===== config.mk =====
export PLATFORM = sky130hd
export DESIGN_NAME = exe_stage
export DESIGN_NICKNAME = d
export VERILOG_FILES = /design/src/rtl/exe_stage_pkg.sv /design/src/rtl/mul_seq.sv /design/src/rtl/exe_stage.sv
export SDC_FILE = /design/constraint.sdc
export NUM_CORES = 1
export LEC_CHECK = 0
export ABC_AREA = 1
export ABC_CLOCK_PERIOD_IN_PS = 19800
export BUFFER_PORTS_ARGS = -buffer_cell sky130_fd_sc_hd__buf_4
export CORE_AREA = 2 2 173 175
export DETAILED_ROUTE_END_ITERATION = 12
export DIE_AREA = 0 0 175 177
export GPL_ROUTABILITY_DRIVEN = 0
export HOLD_SLACK_MARGIN = 0.02
export PLACE_DENSITY = 0.43
export SYNTH_ARGS = -nofsm -noshare
export SYNTH_HDL_FRONTEND = slang
export SYNTH_SLANG_ARGS = --single-unit

===== constraint.sdc =====
create_clock -name clk -period 19.8 [get_ports clk]
set_input_delay 5.94 -clock clk [delete_from_list [all_inputs] [get_ports clk]]
set_output_delay 5.94 -clock clk [all_outputs]
set_load 0.1 [all_outputs]

===== src/rtl/exe_stage_pkg.sv =====
// Shared datapath sizes, ALU opcode encodings and the single-cycle ALU function
// used by the execute stage.
package exe_stage_pkg;

    localparam int unsigned DSIZE = 16;
    localparam int unsigned ASIZE = 5;
    localparam int unsigned SHW   = $clog2(DSIZE);

    typedef enum logic [2:0] {
        ALU_ADD = 3'b000,
        ALU_SUB = 3'b001,
        ALU_AND = 3'b010,
        ALU_OR  = 3'b011,
        ALU_XOR = 3'b100,
        ALU_SLL = 3'b101,
        ALU_SRL = 3'b110,
        ALU_MUL = 3'b111
    } aluop_e;

    typedef enum logic [1:0] {
        StIdle,
        StBusy,
        StDone
    } mul_state_e;

    // MUL is not handled here; it yields zero and is resolved by the multiplier.
    function automatic logic [DSIZE-1:0] alu_calc(input logic [2:0]       op,
                                                  input logic [DSIZE-1:0] a,
                                                  input logic [DSIZE-1:0] b);
        logic [DSIZE-1:0] r;
        case (op)
            ALU_ADD: r = a + b;
            ALU_SUB: r = a - b;
            ALU_AND: r = a & b;
            ALU_OR:  r = a | b;
            ALU_XOR: r = a ^ b;
            ALU_SLL: r = a << b[SHW-1:0];
            ALU_SRL: r = a >> b[SHW-1:0];
            default: r = '0;
        endcase
        return r;
    endfunction

endpackage


===== src/rtl/mul_seq.sv =====
// Iterative shift-add multiplier: one load cycle, DSIZE add/shift steps, one
// result cycle. Returns the low DSIZE bits of the unsigned product.
module mul_seq
    import exe_stage_pkg::*;
(
    input  logic             clk,
    input  logic             rst,
    input  logic             start,
    input  logic             abort,
    input  logic [DSIZE-1:0] a,
    input  logic [DSIZE-1:0] b,
    output logic             busy,
    output logic             done,
    output logic [DSIZE-1:0] product
);

    localparam logic [SHW-1:0] CntLast = SHW'(DSIZE - 1);

    mul_state_e       state_q;
    logic [SHW-1:0]   cnt_q;
    logic [DSIZE-1:0] acc_q;
    logic [DSIZE-1:0] mcand_q;
    logic [DSIZE-1:0] mplier_q;

    always_ff @(posedge clk) begin
        if (rst) begin
            state_q  <= StIdle;
            cnt_q    <= '0;
            acc_q    <= '0;
            mcand_q  <= '0;
            mplier_q <= '0;
        end else begin
            case (state_q)
                StIdle: begin
                    if (start) begin
                        mcand_q  <= a;
                        mplier_q <= b;
                        acc_q    <= '0;
                        cnt_q    <= '0;
                        state_q  <= StBusy;
                    end
                end
                StBusy: begin
                    if (abort) begin
                        state_q <= StIdle;
                    end else begin
                        if (mplier_q[0]) begin
                            acc_q <= acc_q + mcand_q;
                        end
                        mcand_q  <= mcand_q << 1;
                        mplier_q <= mplier_q >> 1;
                        cnt_q    <= cnt_q + SHW'(1);
                        if (cnt_q == CntLast) begin
                            state_q <= StDone;
                        end
                    end
                end
                StDone:  state_q <= StIdle;
                default: state_q <= StIdle;
            endcase
        end
    end

    assign busy    = (state_q == StBusy);
    assign done    = (state_q == StDone);
    assign product = acc_q;

endmodule


===== src/rtl/exe_stage.sv =====
// Execute stage: combinational single-cycle ALU plus an iterative multiplier
// that stalls upstream until its product is ready.
module exe_stage
    import exe_stage_pkg::*;
(
    input  logic             clk,
    input  logic             rst,
    input  logic             valid_in,
    input  logic [2:0]       aluop,
    input  logic [DSIZE-1:0] rdata1,
    input  logic [DSIZE-1:0] rdata2,
    input  logic [DSIZE-1:0] imm,
    input  logic             sel_imm,
    input  logic [ASIZE-1:0] waddr_in,
    output logic [DSIZE-1:0] alu_out,
    output logic [ASIZE-1:0] waddr_out,
    output logic             stall
);

    logic             is_mul;
    logic [DSIZE-1:0] op_b;
    logic             mul_busy;
    logic             mul_done;
    logic [DSIZE-1:0] mul_product;

    assign is_mul = valid_in && (aluop == ALU_MUL);
    assign op_b   = sel_imm ? imm : rdata2;

    mul_seq u_mul_seq (
        .clk     (clk),
        .rst     (rst),
        .start   (is_mul),
        .abort   (!is_mul),
        .a       (rdata1),
        .b       (op_b),
        .busy    (mul_busy),
        .done    (mul_done),
        .product (mul_product)
    );

    // While the multiplier is mid-operation anything but the held MUL is a
    // protocol violation: emit a bubble and let the multiplier abort.
    always_comb begin
        alu_out   = '0;
        waddr_out = '0;
        stall     = 1'b0;
        if (!rst) begin
            if (mul_busy || mul_done) begin
                if (is_mul) begin
                    stall = mul_busy;
                    if (mul_done) begin
                        alu_out   = mul_product;
                        waddr_out = waddr_in;
                    end
                end
            end else if (valid_in) begin
                if (is_mul) begin
                    stall = 1'b1;
                end else begin
                    alu_out   = alu_calc(aluop, rdata1, op_b);
                    waddr_out = waddr_in;
                end
            end
        end
    end

endmodule


# After elaboration in Yosys (flattened, before gate mapping)
# Cells that the tools add are included.
[totals]
output_inout_bits = 22
latchBits = 0
n_memories = 0
input_bits = 60
ram_bits = 0
elab_cells = 72
regBits = 54
rom_bits = 0
[op_classes]
div_mod_pow = 0
multipliers = 0
n_lt_le_gt_ge = 0
bitwise_logic = 3
n_mux = 36
reduce_logical = 8
addsub = 4
n_eq_ne = 14
shift = 2
[ops]
columns = ["operator", "n"]
rows = [
  ["$mux W16", 14],
  ["$pmux W16 S7", 1],
  ["$pmux W16 S2", 3],
  ["$add A16 B16 Y16", 2],
  ["$mux W5", 6],
  ["$and A16 B16 Y16", 1],
  ["$or A16 B16 Y16", 1],
  ["$shl A16 B4 Y16", 1],
  ["$shr A16 B4 Y16", 1],
  ["$sub A16 B16 Y16", 1],
  ["$xor A16 B16 Y16", 1],
  ["$eq A3 B3 Y1 const B", 4],
  ["$mux W4", 2],
  ["$pmux W4 S2", 1],
  ["$eq A3 B2 Y1 const B", 2],
  ["$mux W2", 3],
  ["$mux W1", 5],
  ["$add A4 B1 Y4 const B", 1],
  ["$eq A4 B4 Y1 const B", 1],
  ["$ne A2 B2 Y1 const B", 2],
  ["$pmux W2 S2", 1],
  ["$reduce_and A4 Y1", 1],
  ["$eq A3 B1 Y1 const B", 1],
  ["$logic_not A3 Y1", 1],
  ["other kinds (10)", 10],
]

# Logic depth before layout (Yosys ltp)
# Gate-level depths: netlist of the first run.
[depth]
depth_word = 7
depth_mapped = 25
ltp_nobuf = 22

# By module
# From an unflattened synthesis of the first run, not the netlist that was laid out.
[hier_totals]
hier_cells = 1239
area_unflattened_um2 = 7230.7
[modules_own_cells]
columns = ["mod", "cells_per_inst", "seq_area_each_um2", "n_inst", "area_each_um2"]
rows = [
  ["exe_stage", 774, 0.0, 1, 4139.0],
  ["mul_seq", 465, 1081.0, 1, 3091.7],
]

# Worst setup path before layout of the first run
# OpenSTA, ideal clock, no wires.
[synth_path]
path_type = "in2out"
from = "input port sel_imm"
to = "output port alu_out[13]"
arrival_ns = 10.020
stages = 22
required_ns = 13.860
slack_ns = 3.840
n_path_buf = 3
path_cell_list = "buf_6 > inv_4 > nand2_1 > nand2_1 > buf_4 > buf_2 > ha_1 > nand4_2 > nor2_2 > nand3_2 > o31ai_2 > xor2_1 > ha_1 > a21o_1 > o21bai_1 > a21oi_1 > nand2_1 > nand2_1 > nand3_1 > nand3_1 > nand2_1 > a21oi_1"
[synth_via]
elab_chain_len = 7
word_cells_on_any_way = 13
classes_between = "add/sub: 2; shift: 2; mux: 6; bitwise: 3"
[synth_rtl]
columns = ["element", "line_no", "text"]
rows = [
  ["from (decl)", "exe_stage.sv:13", "input logic sel_imm,"],
  ["$mux W16 *", "exe_stage.sv:27", "assign op_b = sel_imm ? imm : rdata2;"],
  ["$sub A16 B16 Y16 (tied with other cells)", "exe_stage_pkg.sv:33", "ALU_SUB: r = a - b;"],
  ["$pmux W16 S7 *", "exe_stage_pkg.sv:31", "case (op)"],
  ["$mux W16 *", "exe_stage.sv:57", "if (is_mul) begin"],
  ["$mux W16 *", "exe_stage.sv:56", "end else if (valid_in) begin"],
  ["$mux W16 *", "exe_stage.sv:48", "if (mul_busy || mul_done) begin"],
  ["$mux W16 *", "exe_stage.sv:47", "if (!rst) begin"],
  ["to (decl)", "exe_stage.sv:15", "output logic [DSIZE-1:0] alu_out,"],
]
# Mark *: on every way between the ends. The rest lies on a longest branch, timed or not.

# Worst setup path in the final report of the first run
[layout_path]
from = "input port sel_imm"
to = "output port alu_out[15]"
# Same word-level chain as after synthesis.

==> results of run 1 <==
cells in the mapped netlist, types with 5 or more instances:
| library cell | n | area (µm²) |
|---|---|---|
| ha_1 | 69 | 863 |
| a21o_1 | 7 | 52.6 |
| xor2_1 | 16 | 140 |
| clkbuf_1 | 21 | 78.8 |
| a21oi_1 | 76 | 380 |
| o21ai_0 | 109 | 546 |
| a221oi_1 | 7 | 61.3 |
| a21boi_0 | 6 | 45.0 |
| inv_2 | 9 | 33.8 |
| o21ai_1 | 13 | 65.1 |
| buf_4 | 9 | 67.6 |
| nand2_1 | 416 | 1560 |
| or2_2 | 9 | 56.3 |
| inv_1 | 120 | 450 |
| nand4_1 | 11 | 68.8 |
| buf_2 | 22 | 110 |
| a31oi_1 | 35 | 219 |
| nand3_1 | 117 | 586 |
| nand3b_1 | 5 | 37.5 |
| nor2_1 | 70 | 263 |
| o211ai_1 | 10 | 75.1 |
| dfxtp_1 | 54 | 1080 |
| nand2_2 | 5 | 31.3 |
worst min-delay path by stage:
stage / from / slack (ns) / cells after the start / end
detailed placement: u_mul_seq.mplier_q[5] / 0.46 / 2 / u_mul_seq.mplier_q[4]
finish: u_mul_seq.cnt_q[3] / 0.47 / 2 / u_mul_seq.cnt_q[3]
floorplan: u_mul_seq.cnt_q[3] / 0.44 / 2 / u_mul_seq.cnt_q[3]
global route: u_mul_seq.mplier_q[15] / 0.49 / 2 / u_mul_seq.mplier_q[15]
global placement: u_mul_seq.cnt_q[3] / 0.45 / 2 / u_mul_seq.cnt_q[3]
CTS: u_mul_seq.mplier_q[5] / 0.47 / 2 / u_mul_seq.mplier_q[4]
area by class of cell:
| type | count | area share |
|---|---|---|
| flip-flops and latches | 54 | 0.131 |
| well taps | 390 | 0.0592 |
| inverters | 132 | 0.0604 |
| multi-input cells | 1010 | 0.648 |
| repair buffers | 89 | 0.0810 |
| clock inverters | 3 | 0.00531 |
| clock buffers | 5 | 0.0152 |
routing by layer:
metal | vias to the layer above | share of wire
met4 | 0 | 0.024
met1 | 3866 | 0.49
met3 | 39 | 0.061
li1 | 4236 | -
met2 | 280 | 0.43
met5 | - | 0
cell families (layout without fill, tap and decap cells):
kind of cell	after synthesis	after routing	share of synthesized area
AO/OA/AOI/OAI	275	275	0.216
XOR/XNOR	16	16	0.0194
buffers and inverters	189	229	0.111
adder cells (fa/ha/maj)	71	71	0.125
flip-flops	54	54	0.150
AND/OR/NAND/NOR	648	648	0.378
sequential cells by signal (all words and copies together) (netlist names):
register	flops
u_mul_seq.mcand_q	16
u_mul_seq.mplier_q	16
u_mul_seq.cnt_q	4
u_mul_seq.state_q	2
u_mul_seq.product	16
power by group through the flow:
stage	Sequential (µW)	Clock [µW]	Combinational, µW
after global placement	116	0	219
after global routing	114	111	242
after floorplan	115	0	154
after detailed placement	116	0	219
after CTS	114	107	219
final	114	104	220
stage by stage:
| stage | hold slack [ns] | power, µW |
|---|---|---|
| floorplan | 0.441 | 269 |
| global placement | 0.452 | 336 |
| CTS | 0.473 | 441 |
| global route | 0.494 | 467 |
| finish | 0.471 | 438 |
| detailed placement | 0.461 | 335 |
worst max-delay path: cells and delay by family:
kind	cells	cell delay, ns
XOR/XNOR	1	0.10
adder cells (fa/ha/maj)	2	0.74
AO/OA/AOI/OAI	2	0.41
buffers and inverters	4	0.83
AND/OR/NAND/NOR	13	1.87
==> impl_metrics.yaml, run 1 <==
die:
  floorplan.initialDensity: 0.247
  rows: 63
  ioPinCount: 82
  dieArea_um2: 31000
  die_h_um: 177
  die_w_um: 175
  core_area_um2: 29200
power_and_ir_drop:
  ir_worst_vdd_uv: 34.9
  clkPwrFrac: 0.238
  leakagePower_uw: 0.00408
  sequentialPowerShare: 0.260
  p_int_uw: 232
  p_per_area_nw_per_um2: 53.2
  p_sw_frac: 0.470
  p_sw_uw: 206
  pwr-share-comb: 0.502
min_path:
  hold_path.class: "flip-flop to flip-flop"
worst_setup_path:
  path_common_cell: "nand2_1"
  worstRegToRegCells: 9
  cp_cell_sequence: "buf_4 > inv_4 > nand2_1 > nand2_2 > ha_1 > nand4_2 > nor2_2 > nand3_2 > o31ai_2 > xor2_1 > ha_1 > nand2_1 > nor3_1 > nand2_1 > nand3_1 > inv_1 > nand3_1 > nand3_1 > nand2_1 > nand2_1 > a21oi_1 > buf_4"
  startpoint: "sel_imm"
  crit_path_end_kind: "output pin"
  rr_endpoint: "u_mul_seq.product[14]"
  crit_path_end: "alu_out[15]"
  reg2reg_slack_ns: 17.02
  max_stage_delay_ns: 0.48
  crit_arrival_ns: 9.94
  worst-path-max-fanout: 36
  reg2reg_from: "u_mul_seq.state_q[1]"
  start_kind: "input pin"
  slowest_stage: "nand2_2"
  crit_required_ns: 13.86
  critical_path_class: "input pin to output pin"
timing:
  min_period_ns: 15.88
  maxSlewViolCount: 0
  setup_viol: 0
  max_freq_mhz: 63.0
  hold_violations: 0
  worst_pin_slew_ns: 1.04
  finClkSkew_ns: 0.00929
  setup_ws_ns: 3.92
  rsz0062_at_grt: "false"
  post-route-period-util: 0.802
  fin_tns_setup_ns: 0
  relSlewSlack: 0.302
detailed_routing:
  drc: 0
  drtPass1Iterations: 5
  vias_per_cell: 5.00
  wl_mm: 30.4
  num_vias: 8421
  ant_nets: 0
  drt_iter0_drc: 757
  wl_per_cell_um: 18.1
clock_network:
  cts_resized: 0
  clk_pin_slew_ns: 0.07
  cts.sinks: 54
  cts-root-buf: "clkbuf_16"
  htree_levels: 2
  cts_buffers: 5
  clock_latency_ns: 0.30
  cts_tree: "done"
  cts_setup_buffers: 0
  postCtsHoldBufs: 0
  cts_buffer_depth: 2
cells_and_area:
  final_util: 0.282
  area_delta_synth_final_pct: 14.3
  design_area_um2: 8240
  layout-drive-gt1-share: 0.107
  final_common_cell: "nand2_1"
  final_cell_mix: "nand2_1 (416), inv_1 (120), nand3_1 (117)"
  multi_input_area_um2: 5340
  num_antenna_cells: 0
  fin_nets: 1423
  final_cells: 1683
  fill_cells: 3393
  seq_area_um2: 1080
yosys:
  synth-edff-count: 0
  synth_seq_cells: 54
  syn_avg_cell_area_um2: 5.75
  seq_area_frac_synth: 0.150
  syn-num-nets: 1384
  synth_ff_type: "dfxtp_1"
  synth_cell_type_count: 46
  async_flop_share: 0
  syn-cell-area_um2: 7210
  synth_cells: 1253
  ys_warn_count: 0
global_routing:
  grt_max_degree: 64
  antenna_found_initial: 0
  grt_pass1_wl_mm: 46.4
  top_usage_layer: "met2"
  grt_usage: 0.194
  gr-usage-met1: 0.281
  gr-usage-met2: 0.304
  grt_pass1_vias: 7965
  overflow: 0
  use_met3: 0.0264
placed_design:
  place_inst: 1675
  dpl_cell_area_um2: 8080
  pre_cts_ws_ns: 3.96
  port_buffers: 81
  hpwl_mm: 23.6
status:
  status: "completed"
run:
  max-cap-violations: 0
(Power assumes the default switching activity.)
==> run 2, diff against run 1 <==
ABC_CLOCK_PERIOD_IN_PS = 14300   (was 19800)
PLACE_DENSITY = 0.45   (was 0.43)
clock period = 14.3 ns   (was 19.8 ns; I/O delays follow)
==> impl_metrics.yaml, run 2 (synthesized netlist as in run 1, its figures left out) <==
status:
  status: "completed"
power_and_ir_drop:
  p_per_area_nw_per_um2: 71.8
  leakagePower_uw: 0.00408
  p_sw_frac: 0.478
  p_total_uw: 592
  p_sw_uw: 283
  pwr-share-comb: 0.522
  p_int_uw: 309
  ir_worst_vdd_uv: 41.0
  clkPwrFrac: 0.212
  sequentialPowerShare: 0.266
global_routing:
  overflow: 0
  antenna_found_initial: 0
  grt_pass1_vias: 7865
  grt_pass1_wl_mm: 46.5
  grt_usage: 0.196
  grt_max_degree: 64
detailed_routing:
  ant_nets: 0
  vias_per_cell: 5.05
  wl_mm: 30.8
  wl_per_cell_um: 18.2
  drt_iter0_drc: 845
  num_vias: 8523
  drtPass1Iterations: 6
  drc: 0
timing:
  fin_tns_setup_ns: 0
  min_period_ns: 12.26
  post-route-period-util: 0.857
  maxSlewViolCount: 0
  rsz0062_at_grt: "false"
  worst_pin_slew_ns: 0.929
  hold_violations: 0
  max_freq_mhz: 81.6
  relSlewSlack: 0.379
  finClkSkew_ns: 0.00631
  setup_viol: 0
die:
  ioPinCount: 82
  dieArea_um2: 31000
  die_h_um: 177
  core_area_um2: 29200
  rows: 63
  floorplan.initialDensity: 0.247
  die_w_um: 175
cells_and_area:
  num_antenna_cells: 0
  multi_input_area_um2: 5330
  layout-drive-gt1-share: 0.109
  seq_area_um2: 1080
  final_common_cell: "nand2_1"
  fin_nets: 1427
  fill_cells: 3386
  area_delta_synth_final_pct: 14.4
  final_cell_mix: "nand2_1 (416), inv_1 (119), nand3_1 (117)"
  design_area_um2: 8250
  final_util: 0.282
clock_network:
  cts_buffer_depth: 2
  cts_setup_buffers: 0
  htree_levels: 2
  clock_latency_ns: 0.30
  postCtsHoldBufs: 0
  cts-root-buf: "clkbuf_16"
  cts_tree: "done"
  cts_resized: 0
  clk_pin_slew_ns: 0.07
  cts.sinks: 54
  cts_buffers: 5
worst_setup_path:
  max_stage_delay_ns: 0.33
  crit_path_end_kind: "output pin"
  start_kind: "input pin"
  critical_path_class: "input pin to output pin"
  path_common_cell: "nand2_1"
  worst-path-max-fanout: 36
  crit_arrival_ns: 7.97
  crit_required_ns: 10.01
  slowest_stage: "buf_4"
  cp_cell_sequence: "buf_4 > inv_4 > nand2_1 > nand2_1 > ha_1 > nand4_2 > nor2_2 > nand3_2 > o31ai_2 > xor2_1 > ha_1 > a21o_1 > o21bai_1 > a21oi_1 > nand2_1 > nand2_1 > nand3_1 > nand3_1 > nand2_1 > a21oi_1 > buf_4"
placed_design:
  hpwl_mm: 24.2
  port_buffers: 81
  dpl_cell_area_um2: 8100
run:
  max-cap-violations: 0
min_path:
  hold_path.class: "flip-flop to flip-flop"
## run 2: cell types whose count changed in the layout (fill, tap and decap cells not counted), sizes merged
cell      change
clkinvlp      +1
inv           -2
clkbuf        +1
clkinv        +1
bufinv        -1
buf           +4
## run 2: final cells by class
type                    instances  share of cell area
repair buffers                 93              0.0846
clock inverters                 2             0.00152
inverters                     132              0.0604
flip-flops and latches         54               0.131
multi-input cells            1010               0.646
well taps                     390              0.0591
clock buffers                   6              0.0168
## run 2: path summary, 6_finish.rpt
kind                           end  cells past startpoint            startpoint  slack (ns)
max reg2reg  u_mul_seq.product[14]                      9  u_mul_seq.state_q[1]       11.67
min reg2reg     u_mul_seq.cnt_q[3]                      2    u_mul_seq.cnt_q[3]        0.47
max                    alu_out[13]                     21               sel_imm        2.04
min             u_mul_seq.cnt_q[3]                      2    u_mul_seq.cnt_q[3]        0.47
## run 2: power by group through the flow
stage / logic, µW / registers (µW) / clock network (µW)
finish: 309 / 158 / 125
global route: 338 / 158 / 137
CTS: 305 / 157 / 131
detailed placement: 305 / 161 / 0
global placement: 306 / 161 / 0
floorplan: 213 / 160 / 0
## run 2: critical path, delay by kind of cell
family | cells | cell delay (ns)
compound gates | 5 | 0.92
xor+xnor | 1 | 0.18
fa+ha+maj | 2 | 0.62
buf+inv | 3 | 0.80
simple gates | 10 | 1.14
## run 2: routing by layer
| metal | wire, µm | track usage |
|---|---|---|
| met5 | 0 | 0 |
| met4 | 688 | 0.0444 |
| met3 | 2320 | 0.0260 |
| met2 | 13300 | 0.310 |
| met1 | 14400 | 0.281 |
## run 2: stage by stage
step	hold WS, ns	worst slack (ns)	cells
final	0.465	2.04	1687
after floorplan	0.441	1.64	1253
after global placement	0.452	2.12	1679
after CTS	0.467	2.03	1687
after detailed placement	0.456	2.04	1679
after global routing	0.487	1.57	1687
